File: src/rtl/tmds_decoder.sv
// TMDS symbol decoder with control-token word alignment.
// Two-stage pipeline (input register, decode register) plus a SEARCH/SLIP_HOLD/LOCKED aligner.
module tmds_decoder #(
  parameter int CTRL_RUN   = 8,
  parameter int SEARCH_LEN = 2048,
  parameter int SLIP_WAIT  = 16
) (
  input  logic       i_pix_clk,
  input  logic       i_rst,
  input  logic [9:0] i_tmds,
  output logic [7:0] o_data,
  output logic [1:0] o_ctrl,
  output logic       o_de,
  output logic       o_aligned,
  output logic       o_bitslip
);

  localparam int TW = (SEARCH_LEN > 1) ? $clog2(SEARCH_LEN) : 1;
  localparam int RW = $clog2(CTRL_RUN + 1);
  localparam logic [TW-1:0] TIMER_MAX = TW'(SEARCH_LEN - 1);
  localparam logic [TW-1:0] HOLD_LAST = TW'(SLIP_WAIT - 1);
  localparam logic [RW-1:0] RUN_FULL  = RW'(CTRL_RUN);

  typedef enum logic [1:0] {
    SEARCH,
    SLIP_HOLD,
    LOCKED
  } state_t;

  state_t          state;
  state_t          state_next;
  logic [9:0]      tmds_q;
  logic [RW-1:0]   run_cnt;
  logic [RW-1:0]   run_next;
  logic [TW-1:0]   timer;
  logic [TW-1:0]   timer_next;
  logic [TW-1:0]   timer_inc;
  logic            is_ctrl;
  logic [1:0]      tok;
  logic [7:0]      d;
  logic [7:0]      data_dec;
  logic            run_done;
  logic            slip_next;
  logic            lock_next;
  logic [1:0]      last_ctrl;

  always_comb begin
    is_ctrl = 1'b1;
    tok     = 2'b00;
    case (tmds_q)
      10'h354: tok = 2'b00;
      10'h0AB: tok = 2'b01;
      10'h154: tok = 2'b10;
      10'h2AB: tok = 2'b11;
      default: is_ctrl = 1'b0;
    endcase
  end

  // Undo the optional inversion, then the XOR/XNOR transition chain.
  always_comb begin
    d           = tmds_q[9] ? ~tmds_q[7:0] : tmds_q[7:0];
    data_dec    = '0;
    data_dec[0] = d[0];
    for (int i = 1; i < 8; i++) begin
      data_dec[i] = tmds_q[8] ? (d[i] ^ d[i-1]) : ~(d[i] ^ d[i-1]);
    end
  end

  always_comb begin
    run_next = '0;
    if (state != SLIP_HOLD && is_ctrl) begin
      run_next = (run_cnt == RUN_FULL) ? run_cnt : run_cnt + 1'b1;
    end
    run_done  = (state != SLIP_HOLD) && is_ctrl && (run_next == RUN_FULL);
    timer_inc = (timer == TIMER_MAX) ? timer : timer + 1'b1;
  end

  // Lock takes priority over a bit-slip when both fall in the same cycle.
  always_comb begin
    state_next = state;
    timer_next = timer_inc;
    slip_next  = 1'b0;
    unique case (state)
      SEARCH: begin
        if (run_done) begin
          state_next = LOCKED;
          timer_next = '0;
        end else if (timer == TIMER_MAX) begin
          state_next = SLIP_HOLD;
          timer_next = '0;
          slip_next  = 1'b1;
        end
      end
      SLIP_HOLD: begin
        if (timer == HOLD_LAST) begin
          state_next = SEARCH;
          timer_next = '0;
        end
      end
      LOCKED: begin
        if (run_done) begin
          timer_next = '0;
        end else if (timer == TIMER_MAX) begin
          state_next = SEARCH;
          timer_next = '0;
        end
      end
      default: begin
        state_next = SEARCH;
        timer_next = '0;
      end
    endcase
    lock_next = (state_next == LOCKED);
  end

  always_ff @(posedge i_pix_clk) begin
    if (i_rst) begin
      state   <= SEARCH;
      tmds_q  <= '0;
      run_cnt <= '0;
      timer   <= '0;
    end else begin
      state   <= state_next;
      tmds_q  <= i_tmds;
      run_cnt <= run_next;
      timer   <= timer_next;
    end
  end

  // Outputs are gated by the next state so o_aligned and the first locked symbol line up.
  always_ff @(posedge i_pix_clk) begin
    if (i_rst) begin
      last_ctrl <= 2'b00;
      o_data    <= 8'h00;
      o_ctrl    <= 2'b00;
      o_de      <= 1'b0;
      o_aligned <= 1'b0;
      o_bitslip <= 1'b0;
    end else begin
      if (is_ctrl) begin
        last_ctrl <= tok;
      end
      o_aligned <= lock_next;
      o_bitslip <= slip_next;
      if (!lock_next) begin
        o_data <= 8'h00;
        o_ctrl <= 2'b00;
        o_de   <= 1'b0;
      end else if (is_ctrl) begin
        o_data <= 8'h00;
        o_ctrl <= tok;
        o_de   <= 1'b0;
      end else begin
        o_data <= data_dec;
        o_ctrl <= last_ctrl;
        o_de   <= 1'b1;
      end
    end
  end

endmodule

File: config.mk
export PLATFORM = sky130hd
export DESIGN_NAME = tmds_decoder
export DESIGN_NICKNAME = d
export VERILOG_FILES = /design/src/rtl/tmds_decoder.sv
export SDC_FILE = /design/constraint.sdc
export NUM_CORES = 1
export LEC_CHECK = 0
export ABC_CLOCK_PERIOD_IN_PS = 1800
export BUFFER_PORTS_ARGS = -buffer_cell sky130_fd_sc_hd__buf_4
export CELL_PAD_IN_SITES_DETAIL_PLACEMENT = 0
export CELL_PAD_IN_SITES_GLOBAL_PLACEMENT = 1
export CORE_ASPECT_RATIO = 0.75
export CORE_UTILIZATION = 33
export DETAILED_ROUTE_END_ITERATION = 12
export PLACE_DENSITY = 0.7
export RECOVER_POWER = 50
export SLEW_MARGIN = 5
export SYNTH_ARGS = -nofsm -noshare
export SYNTH_HDL_FRONTEND = slang
export SYNTH_SLANG_ARGS = --single-unit
File: constraint.sdc
create_clock -name i_pix_clk -period 1.8 [get_ports i_pix_clk]
set_input_delay 0.09 -clock i_pix_clk [delete_from_list [all_inputs] [get_ports i_pix_clk]]
set_output_delay 0.09 -clock i_pix_clk [all_outputs]
set_load 0.05 [all_outputs]
==> key figures <==
Setup path
  – CP max stage delay: 0.43 ns
  – Data arrival, critical path: 1.95 ns
  – R2R Path End: timer[9]$_SDFF_PP0_
  – CP max stage cell: a221o_2
  – Crit. End Element: register
  – Buf/Inv on CP: 1
  – WP data required: 1.97 ns
  – Critical Path Start Type: register
  – Worst R2R Start: run_cnt[1]$_SDFF_PP0_
  – Sequence of cells on the critical path: inv_1 -> ha_4 -> and3b_1 -> o21ai_0 -> a221o_2 -> a21oi_4 -> a211oi_2
  – Reg2reg setup slack: 0.02 ns
  – R2R cell count: 7
  – Critical path class: register to register
  – Top Family by Delay on Critical Path: compound AO/OA/AOI/OAI gates
  – Crit-path max FO: 8

CTS
  – Clock Latency Late Sink: 0.30 ns
  – Worst-path clk slew: 0.09 ns
  – Root Buffer: clkbuf_8
  – Htree depth: 2
  – CTS tree: done
  – Total clock sinks: 42
  – Clock tree buffer depth: 2
  – CTS Buf Count: 5

Timing
  – Final hold violations: 0
  – Slew Limit Fails: 0
  – Setup ws final: 0.0166 ns
  – Tightest Pin Transition: 0.604 ns
  – RSZ-0062 raised after global routing: yes
  – Fmax: 561 MHz
  – Max-slew headroom: 59.9%
  – Setup violators final: 0
  – Skew final: 0.0110 ns
  – Min Tclk post-route: 1.78 ns
  – Hold_ws: 0.00447 ns
  – Crit share post-route: 99.1%
  – Sum Neg Setup Slack: 0 ns

Die
  – Io pins: 25
  – # rows: 23
  – DIE AREA: 5850 um2
  – Core Region: 5350 um2
  – Width of the die: 88.0 um
  – Initial Util: 34.2%
  – Die H: 66.5 um

Route
  – 1st-iter DRT viols: 56
  – WL final: 3710 um
  – Vias/cell: 4.39
  – ANT nets after route: 0
  – Routed via count: 1443
  – Drt first pass iters: 4
  – DRC Markers: 0
  – Avg WL per Cell: 11.3 um

GRT
  – GRT Residual Overflow: 0
  – Vias in the first global route: 1319
  – Largest net degree at the start of global routing: 18
  – Initial antenna violation count: 0
  – Overall Global Routing Usage: 14.5%
  – First-pass GRT wire length: 6310 um

Final layout
  – Non-Filler Instances: 329
  – Antenna Cells: 0
  – Final core occ: 46.5%
  – Fill cells: 528
  – Final Cell Area: 2490 um2
  – Fraction of layout cells with a size suffix above 1: 31.5%
  – Nets@finish: 275
  – Area Overhead vs Synth: 36.0%

Placement
  – Pre-CTS setup slack: -0.0858 ns
  – Number of port buffers: 24
  – DPL Wire Length: 2670 um
  – Gpl congestion: 0.736
  – Cells after DPL: 313
  – Area after DPL: 2310 um2

Power
  – Leak pwr: 0.983 nW
  – Peak supply drop: 0.252 mV
  – P per Cell Area: 699 nW/um2
  – Overall Power: 1.74 mW

Hold path
  – Worst hold path class: input port to register
  – Worst hold endpoint: tmds_q[7]$_SDFF_PP0_
  – Hold Path Depth: 2
  – Hold wc startpoint: i_tmds[7]

Yosys
  – Post-synthesis sequential area ratio: 46.0%
  – Mapped cell area: 1830 um2
  – Synthesized flop and latch total: 42
  – Avg Cell Area, Syn: 9.63 um2
  – Syn Nets: 212
  – YS warnings: 0
  – Cells after synthesis: 190
  – Cell variety after synth: 42

Flow run
  – # Max-Cap Violations: 0

Status
  – Status: complete, no violations
## layout by cell type, fill, tap and decap left out, types with 3 or more instances in the layout
| master | count |
|---|---|
| xnor2_1 | 12 |
| nand2_1 | 9 |
| nor2_1 | 24 |
| dfxtp_1 | 33 |
| clkbuf_4 | 5 |
| dlygate4sd3_1 | 5 |
| ha_4 | 4 |
| nand4_1 | 3 |
| nand3_1 | 4 |
| nor3_1 | 4 |
| inv_1 | 12 |
| xor2_1 | 5 |
| clkbuf_1 | 13 |
| buf_4 | 35 |
| a21boi_0 | 3 |
| dfxtp_2 | 9 |
| ha_1 | 6 |
| a21oi_1 | 6 |
| clkbuf_8 | 5 |
| nor2b_1 | 11 |
## worst max path at each step
stage                                from                  end  slack (ns)  cells past startpoint
floorplan             timer[1]$_SDFF_PP0_  timer[0]$_SDFF_PP0_       0.003                      8
finish              run_cnt[1]$_SDFF_PP0_  timer[9]$_SDFF_PP0_        0.02                      7
global placement    run_cnt[0]$_SDFF_PP0_  timer[8]$_SDFF_PP0_       -0.07                      7
detailed placement  run_cnt[0]$_SDFF_PP0_  timer[8]$_SDFF_PP0_       -0.09                      7
global route         tmds_q[1]$_SDFF_PP0_  timer[9]$_SDFF_PP0_       -0.08                      6
CTS                 run_cnt[0]$_SDFF_PP0_  timer[5]$_SDFF_PP0_       0.004                      7
## logic make-up (layout without fill, tap and decap cells)
kind of cell               Yosys count  in the layout  share of synthesized area [%]
AOI/OAI and AO/OA                   24             25                           10.4
buffers and inverters               17             80                           4.31
xor gates and xnor gates            17             17                           8.14
adders and majority gates           10             10                           6.84
DFF                                 42             42                           46.0
and+or+nand+nor                     80             80                           24.4
## registers in the layout, indices dropped and copies added, names as in the netlist
register	cells
last_ctrl	2
o_aligned	1
o_bitslip	1
o_ctrl	2
o_data	8
o_de	1
run_cnt	4
state	2
timer	11
tmds_q	10
## cells in the mapped netlist (all sizes together)
master    n  area [um2]
a2111oi   1        15.0
a211oi    2        15.0
a21boi    4        33.8
a21oi     7        46.3
a221o     1        11.3
a221oi    1        8.76
a31o      1        8.76
a32oi     1        8.76
and2      3        21.3
and2b     1        7.51
and3      2        12.5
and3b     2        17.5
and4b     1        10.0
and4bb    1        12.5
buf       2        22.5
clkbuf    1        3.75
dfxtp    42         841
ha       10         125
inv      14        52.6
nand2    11        41.3
nand2b    2        12.5
nand3     5        30.0
nand3b    2        15.0
nand4     5        43.8
nor2     24        90.1
nor2b    11        68.8
nor3      6        30.0
nor3b     2        15.0
nor4      1        6.26
o211ai    1        7.51
o21ai     2        10.0
o311ai    1        8.76
o31ai     1        7.51
o32ai     1        8.76
or4       1        11.3
xnor2    12         105
xor2      5        43.8
## report_power, final
group / leakage [nW] / switching [mW] / internal, mW
Sequential: 0.345 / 0.0182 / 0.949
Combinational: 0.594 / 0.0629 / 0.0944
Clock: 0.0441 / 0.344 / 0.273
Total: 0.983 / 0.425 / 1.32
## layout make-up
class | instances | area, um2 | share of cell area [%]
well taps | 75 | 93.8 | 3.77
multi-input cells | 132 | 1000 | 40.2
clock inverters | 3 | 21.3 | 0.855
inverters | 14 | 52.6 | 2.11
flip-flops and latches | 42 | 852 | 34.2
clock buffers | 5 | 68.8 | 2.77
repair buffers | 58 | 399 | 16.0
## layer usage
| metal | vias up | track usage (%) | part of all wire (%) |
|---|---|---|---|
| met5 | - | 0 | 0 |
| met4 | 0 | 5.53 | 1.3 |
| met3 | 4 | 3.72 | 4.3 |
| met2 | 24 | 18.0 | 39 |
| met1 | 644 | 22.6 | 56 |
| li1 | 771 | - | - |
## timing repair
action | CTS | global route
hold endpoints to repair | 4 | 1
gates cloned | 1 | 0
pin swaps | 3 | 13
resized for setup | 5 | 13
buffers inserted | 1 | 1
setup endpoints to repair | 9 | 13
hold buffers | 4 | 1
No activity file was read; power rests on OpenSTA's default activity.
